`src/rtl/mem_arbiter.sv`:
```
// Two-requester round-robin arbiter/sequencer for the unified instruction/data memory.
// Each transaction goes IDLE -> ACCESS (WAIT_CYCLES cycles) -> RESP, which carries the ack.
module mem_arbiter #(
    parameter int WAIT_CYCLES = 1,
    parameter int DATA_W      = 32
) (
    input  logic              clk,
    input  logic              reset,
    input  logic              m0_req,
    input  logic              m0_we,
    input  logic [DATA_W-1:0] m0_adr,
    input  logic [DATA_W-1:0] m0_wd,
    output logic [DATA_W-1:0] m0_rd,
    output logic              m0_ack,
    input  logic              m1_req,
    input  logic              m1_we,
    input  logic [DATA_W-1:0] m1_adr,
    input  logic [DATA_W-1:0] m1_wd,
    output logic [DATA_W-1:0] m1_rd,
    output logic              m1_ack,
    output logic              mem_we,
    output logic [DATA_W-1:0] mem_adr,
    output logic [DATA_W-1:0] mem_wd,
    input  logic [DATA_W-1:0] mem_rd,
    output logic [1:0]        grant,
    output logic              busy
);

    localparam int CW = (WAIT_CYCLES > 1) ? $clog2(WAIT_CYCLES) : 1;

    typedef enum logic [1:0] {
        IDLE,
        ACCESS,
        RESP
    } state_t;

    state_t            state;
    state_t            state_nxt;
    logic [CW-1:0]     cnt;
    logic              lat_we;
    logic [DATA_W-1:0] lat_adr;
    logic [DATA_W-1:0] lat_wd;
    logic              owner;
    logic              last;
    logic              winner;
    logic              any_req;
    logic              final_access;

    // On contention the requester not served last wins; last resets to 1 so m0 wins first.
    always_comb begin
        any_req = m0_req | m1_req;
        winner  = 1'b0;
        if (m0_req && m1_req) begin
            winner = ~last;
        end else begin
            winner = m1_req;
        end
    end

    assign final_access = (state == ACCESS) && (cnt == '0);

    always_ff @(posedge clk or posedge reset) begin
        if (reset) begin
            state <= IDLE;
        end else begin
            state <= state_nxt;
        end
    end

    always_comb begin
        state_nxt = state;
        case (state)
            IDLE:    if (any_req) state_nxt = ACCESS;
            ACCESS:  if (cnt == '0) state_nxt = RESP;
            RESP:    state_nxt = IDLE;
            default: state_nxt = IDLE;
        endcase
    end

    // The latched transaction is immune to requester changes once granted.
    always_ff @(posedge clk or posedge reset) begin
        if (reset) begin
            cnt     <= '0;
            lat_we  <= 1'b0;
            lat_adr <= '0;
            lat_wd  <= '0;
            owner   <= 1'b0;
            last    <= 1'b1;
            m0_rd   <= '0;
            m1_rd   <= '0;
        end else begin
            case (state)
                IDLE: begin
                    if (any_req) begin
                        owner   <= winner;
                        lat_we  <= winner ? m1_we  : m0_we;
                        lat_adr <= winner ? m1_adr : m0_adr;
                        lat_wd  <= winner ? m1_wd  : m0_wd;
                        cnt     <= CW'(WAIT_CYCLES - 1);
                    end
                end
                ACCESS: begin
                    if (cnt != '0) begin
                        cnt <= cnt - 1'b1;
                    end else if (!lat_we) begin
                        if (owner) begin
                            m1_rd <= mem_rd;
                        end else begin
                            m0_rd <= mem_rd;
                        end
                    end
                end
                RESP: begin
                    last <= owner;
                end
                default: begin
                    cnt <= '0;
                end
            endcase
        end
    end

    // Address/data come straight from the latches, which only change on a grant.
    assign mem_adr = lat_adr;
    assign mem_wd  = lat_wd;
    assign mem_we  = final_access && lat_we;
    assign busy    = (state != IDLE);
    assign grant   = (state == IDLE) ? 2'b00 : (owner ? 2'b10 : 2'b01);
    assign m0_ack  = (state == RESP) && !owner;
    assign m1_ack  = (state == RESP) && owner;

endmodule

```
`config.mk`:
```
export PLATFORM = sky130hd
export DESIGN_NAME = mem_arbiter
export DESIGN_NICKNAME = d
export VERILOG_FILES = /design/src/rtl/mem_arbiter.sv
export SDC_FILE = /design/constraint.sdc
export NUM_CORES = 1
export LEC_CHECK = 0
export BUFFER_PORTS_ARGS = -buffer_cell sky130_fd_sc_hd__buf_2
export CELL_PAD_IN_SITES_DETAIL_PLACEMENT = 0
export CELL_PAD_IN_SITES_GLOBAL_PLACEMENT = 1
export CORE_ASPECT_RATIO = 1.2
export CORE_UTILIZATION = 30
export CTS_CLUSTER_SIZE = 10
export DETAILED_ROUTE_END_ITERATION = 6
export GPL_TIMING_DRIVEN = 0
export PLACE_DENSITY = 0.75
export SLEW_MARGIN = 0
export SYNTH_ARGS = -nofsm -noshare
export SYNTH_HDL_FRONTEND = slang
export SYNTH_SLANG_ARGS = --single-unit
```
`constraint.sdc`:
```
create_clock -name clk -period 12.6 [get_ports clk]
set_input_delay 1.89 -clock clk [delete_from_list [all_inputs] [get_ports clk]]
set_output_delay 1.89 -clock clk [all_outputs]
set_load 0.005 [all_outputs]
```
* Word level (Yosys, flattened, before mapping)
Index checks and enable logic that the tools add are counted. Widths: inputs -> output; s select.
Cells by class: bitwise gates (word level) 6, $add $sub $neg 1, equality and inequality tests 4, reduce and logical (&&, ||, !) cells 13, mux-type cells 12
Operator list (number):
- $mux 32 | 2
- $mux 2 | 4
- $reduce_and 4->1 | 2
- $reduce_and 2->1 | 3
- $logic_and 1x1->1 | 5
- $not 1->1 | 5
- $mux 1 | 4
- $ne 2x2->1 const B | 2
- $pmux 2 s2 | 1
- $pmux 1 s3 | 1
- $eq 2x1->1 const B | 1
- $eq 2x2->1 const B | 1
- $logic_not 2->1 | 1
- $reduce_bool 2->1 | 1
- $logic_not 1->1 | 1
- $or 1x1->1 | 1
- $sub 1x1->1 const B | 1
Storage, ports and cells: input port bits 166, register bits 134, logic and storage cells 45, output and inout port bits 134

* Logic depth before layout (Yosys ltp)
word-level depth 3, mapped depth 5, mapped depth without buffers 3

* Worst setup path after synthesis
OpenSTA, ideal clock, no wires.
kind input port to flip-flop, start in m1_req, end reg lat_adr[0] (netlist: mem_adr[0]), data required time 12475 ps, path slack 9546 ps, cell stages on the path 5, path buffers 2, arrival 2929 ps, setup time 125 ps, path through a21bo_2 -> buf_6 -> buf_6 -> mux2_4 -> mux2_4
On the way: longest elaborated chain between the ends 3, elaborated cells between the ends (all ways) 5, those cells by class mux: 2; bitwise: 1; reduce/logical: 2
Ends and longest elaborated chain:
- start: declaration | line 15 | input logic m1_req,
- $logic_and 1x1->1 | line 53 | if (m0_req && m1_req) begin
- $mux 1 | line 53
- $mux 32 | line 97 | lat_adr <= winner ? m1_adr : m0_adr;
- end signal: assignment | line 97
- end: declaration | line 41 | logic [DATA_W-1:0] lat_adr;
Several ways; a longest one is shown, not always the timed one. A chain may end at the register's enable or synchronous reset.

* Final worst setup path
start reg state[0], end out busy
On the way: longest elaborated chain between the ends 1
Ends and longest elaborated chain:
- start: declaration | line 37 | state_t state;
- start signal: assignment | line 66 | state <= state_nxt;
- $reduce_bool 2->1 | line 127 | assign busy = (state != IDLE);
- end: declaration | line 26 | output logic busy
Every way passes these cells.

==> results.yml <==
worst_setup_path:
  critPathLaunchType: "register"
  cp_max_fo: 4
  end_kind: "output port"
  cp.arrival_ns: 1.34
  criticalPathCategory: "reg2out"
  crit_required_ns: 10.71
pwr:
  clkPwrFrac_pct: 24.8
  power_frac_seq_pct: 35.9
  peakVddDrop_mv: 0.108
  netSwitchingPower_uw: 623
  power.static_leakage_nw: 4.33
  power_density_nw_per_um2: 247
  intPower_mw: 1.49
  p_comb_share_pct: 39.4
  power_switching_share_pct: 29.4
routing:
  drt_iter0_drc: 81
  wl_um: 15300
  via_per_inst: 4.37
  drtPass1Iterations: 4
  ant_nets: 0
  wl_per_cell_um: 16.0
  drc_errors: 0
  vias: 4173
finish:
  drive_above_1_share_pct: 79.1
  synthToLayoutAreaGrowth_pct: 40.9
  final_net_count: 849
  final_core_util_pct: 43.4
  design_area_um2: 8550
  diodes: 0
synth:
  syn_inst: 364
  seq_area_frac_synth_pct: 54.8
  ys_types: 17
  synth.ff_latch_count: 133
  netlist_area_um2: 6070
  synthesis.yosys.warnings: 0
  syn_area_per_cell_um2: 16.7
  syn-num-nets: 530
timing:
  grt_setup_unrepaired: "no"
  fin_crit_sh_pct: 25.7
  final_hold_viol_count: 0
  hold_ws_ns: 0.498
  tightestPinTransition_ns: 0.498
  max_slew_margin_pct: 66.8
  setup_viol: 0
  clock_skew_ns: 0.0107
  drv_slew: 0
  setup_tns_ns: 0
  timing.fmax_mhz: 309
  fin_crit_ns: 3.23
placed_design:
  place_congestion: 0.779
  port_buffers: 299
  hpwl_um: 11500
  placed_area_um2: 7930
cts:
  cts.sinks: 133
  cts_tree: "yes"
  cts_resized: 0
  h-tree-depth: 4
  clock-root-buffer: "clkbuf_16"
  numCtsBuffers: 17
  cts_hold_buf: 0
  post-cts-setup-buffers: 0
  insertion_delay_ns: 0.41
  cts_buffer_depth: 2
  clk_pin_slew_ns: 0.06
global_route:
  antenna_found_initial: 0
  grt_pass1_vias: 4165
  grt_pass1_wl_um: 23000
  grt_overflow: 0
  grt_max_degree: 83
  track_usage_pct: 14.7
die:
  die_h_um: 158
  pin_count: 300
  initial_core_util_pct: 30.8
  dieArea_um2: 20800
  die_w_um: 132
  coreArea_um2: 19700
  core.rowCount: 56
job:
  maxCapViolations: 0
status:
  status: "complete, no violations"
hold_path:
  hold_class: "reg2reg"
==> cell families (layout without fill, tap and decap cells) <==
kind of cell,Yosys count,in the layout,share of synthesized area (%)
multiplexers,195,195,41.0
flip-flops,133,133,54.8
buffers and inverters,23,354,2.76
AND/OR/NAND/NOR,10,10,1.05
AO/OA/AOI/OAI,3,3,0.412
==> Yosys cell counts <==
cell type    n  area (um^2)
dfstp_2      1         26.3
buf_6        5         56.3
mux2_2     116         1310
o21a_1       1         7.51
nand2b_1     1         6.26
and2_1       1         6.26
a21o_1       1         7.51
mux2i_1      1         10.0
and2b_1      1         7.51
inv_1        3         11.3
buf_4       10         75.1
dfrtp_1    132         3300
nor3b_2      2         25.0
a21bo_2      1         10.0
buf_2        5         25.0
mux2_4      78         1170
nor2_1       5         18.8
==> sequential cells by signal (all words and copies together) (netlist names) <==
name / cells
owner: 1
state: 2
last: 1
mem_wd: 32
lat_we: 1
mem_adr: 32
m0_rd: 32
m1_rd: 32
==> critical path, stage by stage (launching register included) <==
cell and delay [ns]:
dfrtp_1 0.39, nor2_1 0.34, inv_1 0.07, buf_2 0.14
==> routing by layer <==
layer  vias to the layer above  share of wire (%)  global-route usage, %
met5                         -                  0                      0
met4                         0                1.0                   5.48
met3                         9                7.1                   5.03
met2                       171                 51                   25.3
met1                      2045                 41                   17.0
li1                       1948                  -                      -
==> layout make-up <==
class	instances	area, um^2
fillers	1844	11100
flip-flops and latches	133	3330
multi-input cells	208	2580
repair buffers	300	1520
clock buffers	21	480
well taps	261	327
plain buffers	20	156
clock inverters	10	145
inverters	3	16.3
==> cells in the final DEF (no fill, tap or decap) <==
cell | synthesis | layout
buf_2 | 5 | 304
dfrtp_1 | 132 | 132
mux2_2 | 116 | 116
mux2_4 | 78 | 78
clkbuf_16 | 0 | 17
buf_4 | 10 | 10
buf_6 | 5 | 5
nor2_1 | 5 | 5
clkbuf_8 | 0 | 4
inv_6 | 0 | 3
bufinv_16 | 0 | 3
nor3b_2 | 2 | 2
inv_1 | 3 | 2
clkinv_4 | 0 | 2
clkinvlp_4 | 0 | 2
a21bo_2 | 1 | 1
o21a_1 | 1 | 1
and2b_1 | 1 | 1
and2_1 | 1 | 1
nand2b_1 | 1 | 1
a21o_1 | 1 | 1
mux2i_1 | 1 | 1
clkinv_2 | 0 | 1
dfstp_2 | 1 | 1
buf_16 | 0 | 1
==> worst paths after layout <==
kind | endpoint | slack [ns] | from | cells after the start
worst max-delay path | busy | 9.37 | state[0]$_DFFE_PP0P_ | 3
worst min register to register | mem_wd[1]$_DFFE_PP0P_ | 0.50 | mem_wd[1]$_DFFE_PP0P_ | 1
worst min-delay path | mem_wd[1]$_DFFE_PP0P_ | 0.50 | mem_wd[1]$_DFFE_PP0P_ | 1
min in group asynchronous | m0_rd[6]$_DFFE_PP0P_ | 1.51 | reset | 2
max in group asynchronous | last$_DFFE_PP1N_ | 10.26 | reset | 3
worst max register to register | mem_adr[13]$_DFFE_PP0P_ | 10.74 | state[0]$_DFFE_PP0P_ | 5
==> power by group through the flow <==
stage | Combinational, mW | Sequential [mW] | Clock (mW)
3_3_place_gp | 0.844 | 0.760 | 0
6_report | 0.834 | 0.759 | 0.524
2_1_floorplan | 0.482 | 0.781 | 0
5_1_grt | 0.901 | 0.790 | 0.559
4_1_cts | 0.855 | 0.762 | 0.541
3_5_place_dp | 0.857 | 0.763 | 0
==> metrics by stage <==
stage | setup WS (ns) | cells | power [mW]
2_1_floorplan | 7.16 | 364 | 1.26
3_3_place_gp | 5.36 | 924 | 1.60
3_5_place_dp | 9.26 | 925 | 1.62
4_1_cts | 9.29 | 956 | 2.16
5_1_grt | 9.22 | 956 | 2.25
6_report | 9.37 | 956 | 2.12
Note: power is estimated with default switching activity, not from simulation.
